--- src/rtl/cim_array_seq.sv ---
// -----------------------------------------------------------------------------
// cim_array_seq
// Command sequencer for a compute-in-memory array. It accepts one command at a
// time (read / write / search / sweep-search), holds each array step for
// EXEC_CYC cycles, then emits a one-cycle completion pulse before returning to
// idle. Writes to a bank that does not exist, and searches of a column that
// does not exist, skip the array entirely and complete at once with err set.
//
// Ports
//   clk        : rising-edge clock
//   rst_n      : synchronous active-low reset
//   cmd_valid  : command request
//   cmd_ready  : command accept (high only in IDLE)
//   op_code    : 00 read, 01 write, 10 search, 11 sweep-search
//   addr_bank  : target bank
//   addr_col   : target column
//   data       : command operand
//   mac_en     : array MAC enable
//   w_en       : array write enable
//   data_op    : operand presented to the array
//   bank_mux   : bank select (one-hot, all-ones or zero)
//   col_mux    : column select (one-hot, all-ones or zero)
//   busy       : sequencer not idle
//   done       : completion pulse
//   err        : address-error pulse (only together with done)
//   col_idx    : active column during sweep, otherwise 0
// All outputs are registered.
// -----------------------------------------------------------------------------
module cim_array_seq #(
    parameter int BANKS    = 16,
    parameter int COLS     = 8,
    parameter int DW       = 16,
    parameter int WORD_W   = 8,
    parameter int QUERY_W  = 4,
    parameter int EXEC_CYC = 2
) (
    input  logic                     clk,
    input  logic                     rst_n,
    input  logic                     cmd_valid,
    output logic                     cmd_ready,
    input  logic [1:0]               op_code,
    input  logic [$clog2(BANKS)-1:0] addr_bank,
    input  logic [$clog2(COLS)-1:0]  addr_col,
    input  logic [DW-1:0]            data,
    output logic                     mac_en,
    output logic                     w_en,
    output logic [DW-1:0]            data_op,
    output logic [BANKS-1:0]         bank_mux,
    output logic [COLS-1:0]          col_mux,
    output logic                     busy,
    output logic                     done,
    output logic                     err,
    output logic [$clog2(COLS)-1:0]  col_idx
);

    localparam int BW  = $clog2(BANKS);
    localparam int CW  = $clog2(COLS);
    localparam int CYW = (EXEC_CYC > 1) ? $clog2(EXEC_CYC) : 1;

    localparam logic [BW:0]    BANK_LIM = (BW+1)'(BANKS);
    localparam logic [CW:0]    COL_LIM  = (CW+1)'(COLS);
    localparam logic [CW-1:0]  COL_LAST = CW'(COLS - 1);
    localparam logic [CYW-1:0] CYC_LAST = CYW'(EXEC_CYC - 1);

    localparam logic [1:0] OP_READ   = 2'b00;
    localparam logic [1:0] OP_WRITE  = 2'b01;
    localparam logic [1:0] OP_SEARCH = 2'b10;
    localparam logic [1:0] OP_SWEEP  = 2'b11;

    typedef enum logic [1:0] {
        ST_IDLE = 2'b00,
        ST_EXEC = 2'b01,
        ST_DONE = 2'b10
    } state_t;

    state_t          state_r, state_s;
    logic [1:0]      op_r, op_s;
    logic [BW-1:0]   bank_r, bank_s;
    logic [CW-1:0]   col_r, col_s;
    logic [DW-1:0]   data_r, data_s;
    logic [CYW-1:0]  cyc_r, cyc_s;
    logic [CW-1:0]   colcnt_r, colcnt_s;
    logic            done_s, err_s, addr_err_s;

    logic [BANKS-1:0] bank_mux_s;
    logic [COLS-1:0]  col_mux_s;
    logic             mac_en_s, w_en_s;
    logic [DW-1:0]    data_op_s;
    logic [CW-1:0]    col_idx_s;

    function automatic logic [BANKS-1:0] bank_onehot(input logic [BW-1:0] idx);
        bank_onehot = {{(BANKS-1){1'b0}}, 1'b1} << idx;
    endfunction

    function automatic logic [COLS-1:0] col_onehot(input logic [CW-1:0] idx);
        col_onehot = {{(COLS-1){1'b0}}, 1'b1} << idx;
    endfunction

    // Address range check on the incoming command; sweep ignores addr_col.
    always_comb begin
        addr_err_s = 1'b0;
        case (op_code)
            OP_WRITE:  addr_err_s = ({1'b0, addr_bank} >= BANK_LIM);
            OP_SEARCH: addr_err_s = ({1'b0, addr_col} >= COL_LIM);
            default:   addr_err_s = 1'b0;
        endcase
    end

    // Next-state, command latch and step counters.
    always_comb begin
        state_s  = state_r;
        op_s     = op_r;
        bank_s   = bank_r;
        col_s    = col_r;
        data_s   = data_r;
        cyc_s    = cyc_r;
        colcnt_s = colcnt_r;
        done_s   = 1'b0;
        err_s    = 1'b0;
        case (state_r)
            ST_IDLE: begin
                if (cmd_valid) begin
                    op_s     = op_code;
                    bank_s   = addr_bank;
                    col_s    = addr_col;
                    data_s   = data;
                    cyc_s    = {CYW{1'b0}};
                    colcnt_s = {CW{1'b0}};
                    if (addr_err_s) begin
                        state_s = ST_DONE;
                        done_s  = 1'b1;
                        err_s   = 1'b1;
                    end else begin
                        state_s = ST_EXEC;
                    end
                end else begin
                    state_s = ST_IDLE;
                end
            end
            ST_EXEC: begin
                if (cyc_r == CYC_LAST) begin
                    cyc_s = {CYW{1'b0}};
                    if ((op_r == OP_SWEEP) && (colcnt_r != COL_LAST)) begin
                        colcnt_s = colcnt_r + CW'(1);
                    end else begin
                        colcnt_s = {CW{1'b0}};
                        state_s  = ST_DONE;
                        done_s   = 1'b1;
                    end
                end else begin
                    cyc_s = cyc_r + CYW'(1);
                end
            end
            ST_DONE: begin
                state_s = ST_IDLE;
            end
            default: begin
                state_s  = ST_IDLE;
                cyc_s    = {CYW{1'b0}};
                colcnt_s = {CW{1'b0}};
            end
        endcase
    end

    // Array drive for the upcoming cycle, derived from the next state so the
    // registered outputs line up with the state they describe.
    always_comb begin
        bank_mux_s = {BANKS{1'b0}};
        col_mux_s  = {COLS{1'b0}};
        mac_en_s   = 1'b1;
        w_en_s     = 1'b0;
        data_op_s  = {DW{1'b0}};
        col_idx_s  = {CW{1'b0}};
        if (state_s == ST_EXEC) begin
            case (op_s)
                OP_READ: begin
                    bank_mux_s = {BANKS{1'b1}};
                    col_mux_s  = {COLS{1'b1}};
                    data_op_s  = data_s;
                end
                OP_WRITE: begin
                    bank_mux_s = bank_onehot(bank_s);
                    w_en_s     = 1'b1;
                    data_op_s  = DW'(data_s[WORD_W-1:0]);
                end
                OP_SEARCH: begin
                    bank_mux_s = {BANKS{1'b1}};
                    col_mux_s  = col_onehot(col_s);
                    mac_en_s   = 1'b0;
                    data_op_s  = DW'(data_s[QUERY_W-1:0]);
                end
                OP_SWEEP: begin
                    bank_mux_s = {BANKS{1'b1}};
                    col_mux_s  = col_onehot(colcnt_s);
                    mac_en_s   = 1'b0;
                    data_op_s  = DW'(data_s[QUERY_W-1:0]);
                    col_idx_s  = colcnt_s;
                end
                default: begin
                    bank_mux_s = {BANKS{1'b0}};
                end
            endcase
        end else begin
            mac_en_s = 1'b1;
        end
    end

    // State, latched command, counters and registered outputs.
    always_ff @(posedge clk) begin
        if (!rst_n) begin
            state_r   <= ST_IDLE;
            op_r      <= 2'b00;
            bank_r    <= {BW{1'b0}};
            col_r     <= {CW{1'b0}};
            data_r    <= {DW{1'b0}};
            cyc_r     <= {CYW{1'b0}};
            colcnt_r  <= {CW{1'b0}};
            cmd_ready <= 1'b1;
            busy      <= 1'b0;
            done      <= 1'b0;
            err       <= 1'b0;
            bank_mux  <= {BANKS{1'b0}};
            col_mux   <= {COLS{1'b0}};
            mac_en    <= 1'b1;
            w_en      <= 1'b0;
            data_op   <= {DW{1'b0}};
            col_idx   <= {CW{1'b0}};
        end else begin
            state_r   <= state_s;
            op_r      <= op_s;
            bank_r    <= bank_s;
            col_r     <= col_s;
            data_r    <= data_s;
            cyc_r     <= cyc_s;
            colcnt_r  <= colcnt_s;
            cmd_ready <= (state_s == ST_IDLE);
            busy      <= (state_s != ST_IDLE);
            done      <= done_s;
            err       <= err_s;
            bank_mux  <= bank_mux_s;
            col_mux   <= col_mux_s;
            mac_en    <= mac_en_s;
            w_en      <= w_en_s;
            data_op   <= data_op_s;
            col_idx   <= col_idx_s;
        end
    end

endmodule

--- config.mk ---
export PLATFORM = sky130hd
export DESIGN_NAME = cim_array_seq
export DESIGN_NICKNAME = d
export VERILOG_FILES = /design/src/rtl/cim_array_seq.sv
export SDC_FILE = /design/constraint.sdc
export NUM_CORES = 1
export LEC_CHECK = 0
export ABC_AREA = 1
export ABC_CLOCK_PERIOD_IN_PS = 2100
export BUFFER_PORTS_ARGS = -buffer_cell sky130_fd_sc_hd__buf_2
export CORE_ASPECT_RATIO = 0.9
export CORE_UTILIZATION = 45
export CTS_CLUSTER_DIAMETER = 60
export CTS_CLUSTER_SIZE = 10
export DETAILED_ROUTE_END_ITERATION = 10
export PLACE_DENSITY = 0.79
export SETUP_SLACK_MARGIN = 0.5
export SYNTH_ARGS = -nofsm -noshare
export SYNTH_HDL_FRONTEND = slang
export SYNTH_SLANG_ARGS = --single-unit
--- constraint.sdc ---
create_clock -name clk -period 2.1 [get_ports clk]
set_input_delay 0.42 -clock clk [delete_from_list [all_inputs] [get_ports clk]]
set_output_delay 0.42 -clock clk [all_outputs]
set_load 0.01 [all_outputs]
==> results_dict.tcl <==
set metrics [dict create \
    irDropWorstVdd_uv 536 \
    critical-path-max-stage-delay_ns 0.34 \
    clk_latency_ns 0.34 \
    switching_power_w 0.000916 \
    grt_pass1_vias 2175 \
    cp_common_cell "ha_4" \
    grt_max_degree 32 \
    crit_chain "ha_4, ha_4, o21ai_4, a21oi_2, nor2_4, buf_4, nand3_4, nor2_1" \
    final_cells 480 \
    track_usage_pct 19.9 \
    drv_slew 0 \
    p_leak_nw 1.81 \
    synth.top_cell.area_share_pct 57.3 \
    clkTransAtPathRegs_ns 0.07 \
    swShare_pct 27.3 \
    status "finished, violations left" \
    place_congestion 0.839 \
    core_mm2 0.00579 \
    numCtsBuffers 9 \
    yosysSeqAreaShare_pct 57.3 \
    grt-ovfl-total 0 \
    cp_max_fo 8 \
    fin_skew_ns 0.00659 \
    clk_path_buf_depth 2 \
    tritoncts "yes" \
    pin_count 77 \
    ant_nets 0 \
    violations "DRC" \
    final_util_pct 64.1 \
    wirelength_mm 6.25 \
    grt_pass1_wl_mm 10.1 \
    power.density_mw_per_mm2 905 \
    synth_commonest_cells "79 x dfxtp_1, 70 x nand2_1, 52 x nor2_1" \
    final-setup-viol-count 0 \
    required_ns 2.38 \
    pwr-share-clk_pct 33.4 \
    synthCells 311 \
    drc 6 \
    vias_per_cell 4.83 \
    wl_per_cell_um 13.0 \
    synth_seq_cells 79 \
    arrival_ns 1.88 \
    fin_crit_ns 1.60 \
    period_share_pct 76.2 \
    fmaxAchievable_mhz 625 \
    diodes 0 \
    combPwrFrac_pct 18.0 \
    yosys.cell_count.top_type "dfxtp_1" \
    mappedNetlistArea_mm2 0.00276 \
    io_buffers 75 \
    drive_gt1_share_pct 40.0 \
    dpl.cell_count 448 \
    cts_num_sinks 79 \
    dp_hpwl_mm 3.94 \
    synth_area_leaders "dfxtp_1 57%, nand2_1 9.5%, nor2_1 7.1%" \
    area_delta_synth_final_pct 34.5 \
    final_net_count 436 \
    hp-class "in -> reg" \
    rows 26 \
    p_int_w 0.00244 \
    synth_cell_type_count 29 \
    grt_antenna_before_repair 0 \
    synth_flop_cell "dfxtp_1" \
    root_buffer "clkbuf_8" \
    end_kind "register" \
    postSynth.asyncResetShare_pct 0 \
    finalSetupTns_ns 0 \
    fp.dieArea_mm2 0.00645 \
    cpMaxStageDelayCell "dfxtp_2" \
    start_util_pct 47.6 \
    dr.pass1.iters 8 \
    die_h_um 76.3 \
    vias 2320 \
    pwr-share-seq_pct 48.7 \
    synth.net_count 341 \
    start_kind "register" \
    syn_area_per_cell_um2 8.87 \
    path_class "reg -> reg" \
    die_w_um 84.5 \
    rsz0062_at_grt "yes" \
    synth_area_leader_cell "dfxtp_1" \
    synth_edf_count 0 \
    ys_warn_count 0 \
    dr.first_iter.drc_count 180 \
    htree_levels 3 \
    final_hold_viol_count 0 \
    max_cap_viol_count 0 \
]
## layout make-up
class,count,area [µm²]
fill,483,2080
sequential,79,1590
multi-input combinational,204,1240
timing repair buffer,93,527
clock buffer,12,155
tap,70,87.6
inverter,19,76.3
clock inverter,3,42.5
## final timing paths
check	startpoint	end	slack, ns	cells past startpoint
setup / recovery	colcnt_r[0]	data_op[9]	0.50	8
hold / removal	data[4]	data_r[4]	0.33	3
setup reg to reg	colcnt_r[0]	data_op[9]	0.50	8
hold reg to reg	data_r[9]	data_r[9]	0.49	2
## critical path: cells and delay by family, from the launching register on
family                   cells  cell delay, ns
AO/OA/AOI/OAI                2            0.23
buffers and inverters        1            0.18
flip-flops                   1            0.34
adder cells (fa/ha/maj)      2            0.32
AND/OR/NAND/NOR              3            0.46
## what timing repair did
item / CTS / global route
hold buffers: 0 / 0
cloned: 1 / 1
setup endpoints to repair: 44 / 45
gates resized for setup: 33 / 24
buffers inserted: 7 / 8
pin swaps: 11 / 12
## cell families after synthesis
family,Yosys count,synth area share (%)
and+or+nand+nor,151,23.8
DFF,79,57.3
AOI/OAI and AO/OA,32,6.85
buffers and inverters,30,5.22
muxes,16,5.80
adders and majority gates,2,0.907
other,1,0.136
## placed cells by master (no fill, tap or decap), types with 5 or more instances in the layout
master and count:
nor2_1 46, dfxtp_1 75, clkbuf_8 11, buf_2 75, nor2_4 5, nand3_1 7, nor2_2 5, nand2_2 10
nand2_1 61, buf_4 16, inv_1 15, a21oi_1 17, mux2i_1 16, o21ai_2 5
## power by group through the flow
stage          Clock (W)  Combinational (W)  Sequential, W
2_1_floorplan          0           0.000289        0.00170
3_3_place_gp           0           0.000456        0.00167
5_1_grt          0.00120           0.000665        0.00164
4_1_cts          0.00114           0.000530        0.00163
3_5_place_dp           0           0.000465        0.00167
6_report         0.00112           0.000604        0.00163
## stage by stage
stage / worst slack (ns) / total power [W] / cell area (µm²) / hold WS (ns)
3_5_place_dp: 0.259 / 0.00213 / 3170 / 0.473
3_3_place_gp: 0.327 / 0.00212 / 3170 / 0.465
2_1_floorplan: 0.515 / 0.00199 / 2760 / 0.451
4_1_cts: 0.498 / 0.00331 / 3560 / 0.316
6_report: 0.499 / 0.00336 / 3710 / 0.332
5_1_grt: 0.402 / 0.00351 / 3710 / 0.317
## registers in the layout, indices dropped and copies added (netlist names)
name	flops
bank_mux	16
data_op	16
data_r	16
col_mux	8
bank_r	4
col_idx	3
col_r	3
colcnt_r	3
op_r	2
state_r	2
busy	1
cmd_ready	1
cyc_r	1
done	1
mac_en	1
w_en	1
## per-layer routing
| layer | GRT usage (%) | routed length [µm] | up-vias |
|---|---|---|---|
| met5 | 0 | 0 | - |
| met2 | 30.9 | 2880 | 74 |
| met3 | 8.45 | 432 | 10 |
| met1 | 25.3 | 2850 | 1055 |
| li1 | - | - | 1181 |
| met4 | 6.10 | 82 | 0 |
Note: power is estimated with default switching activity, not from simulation.
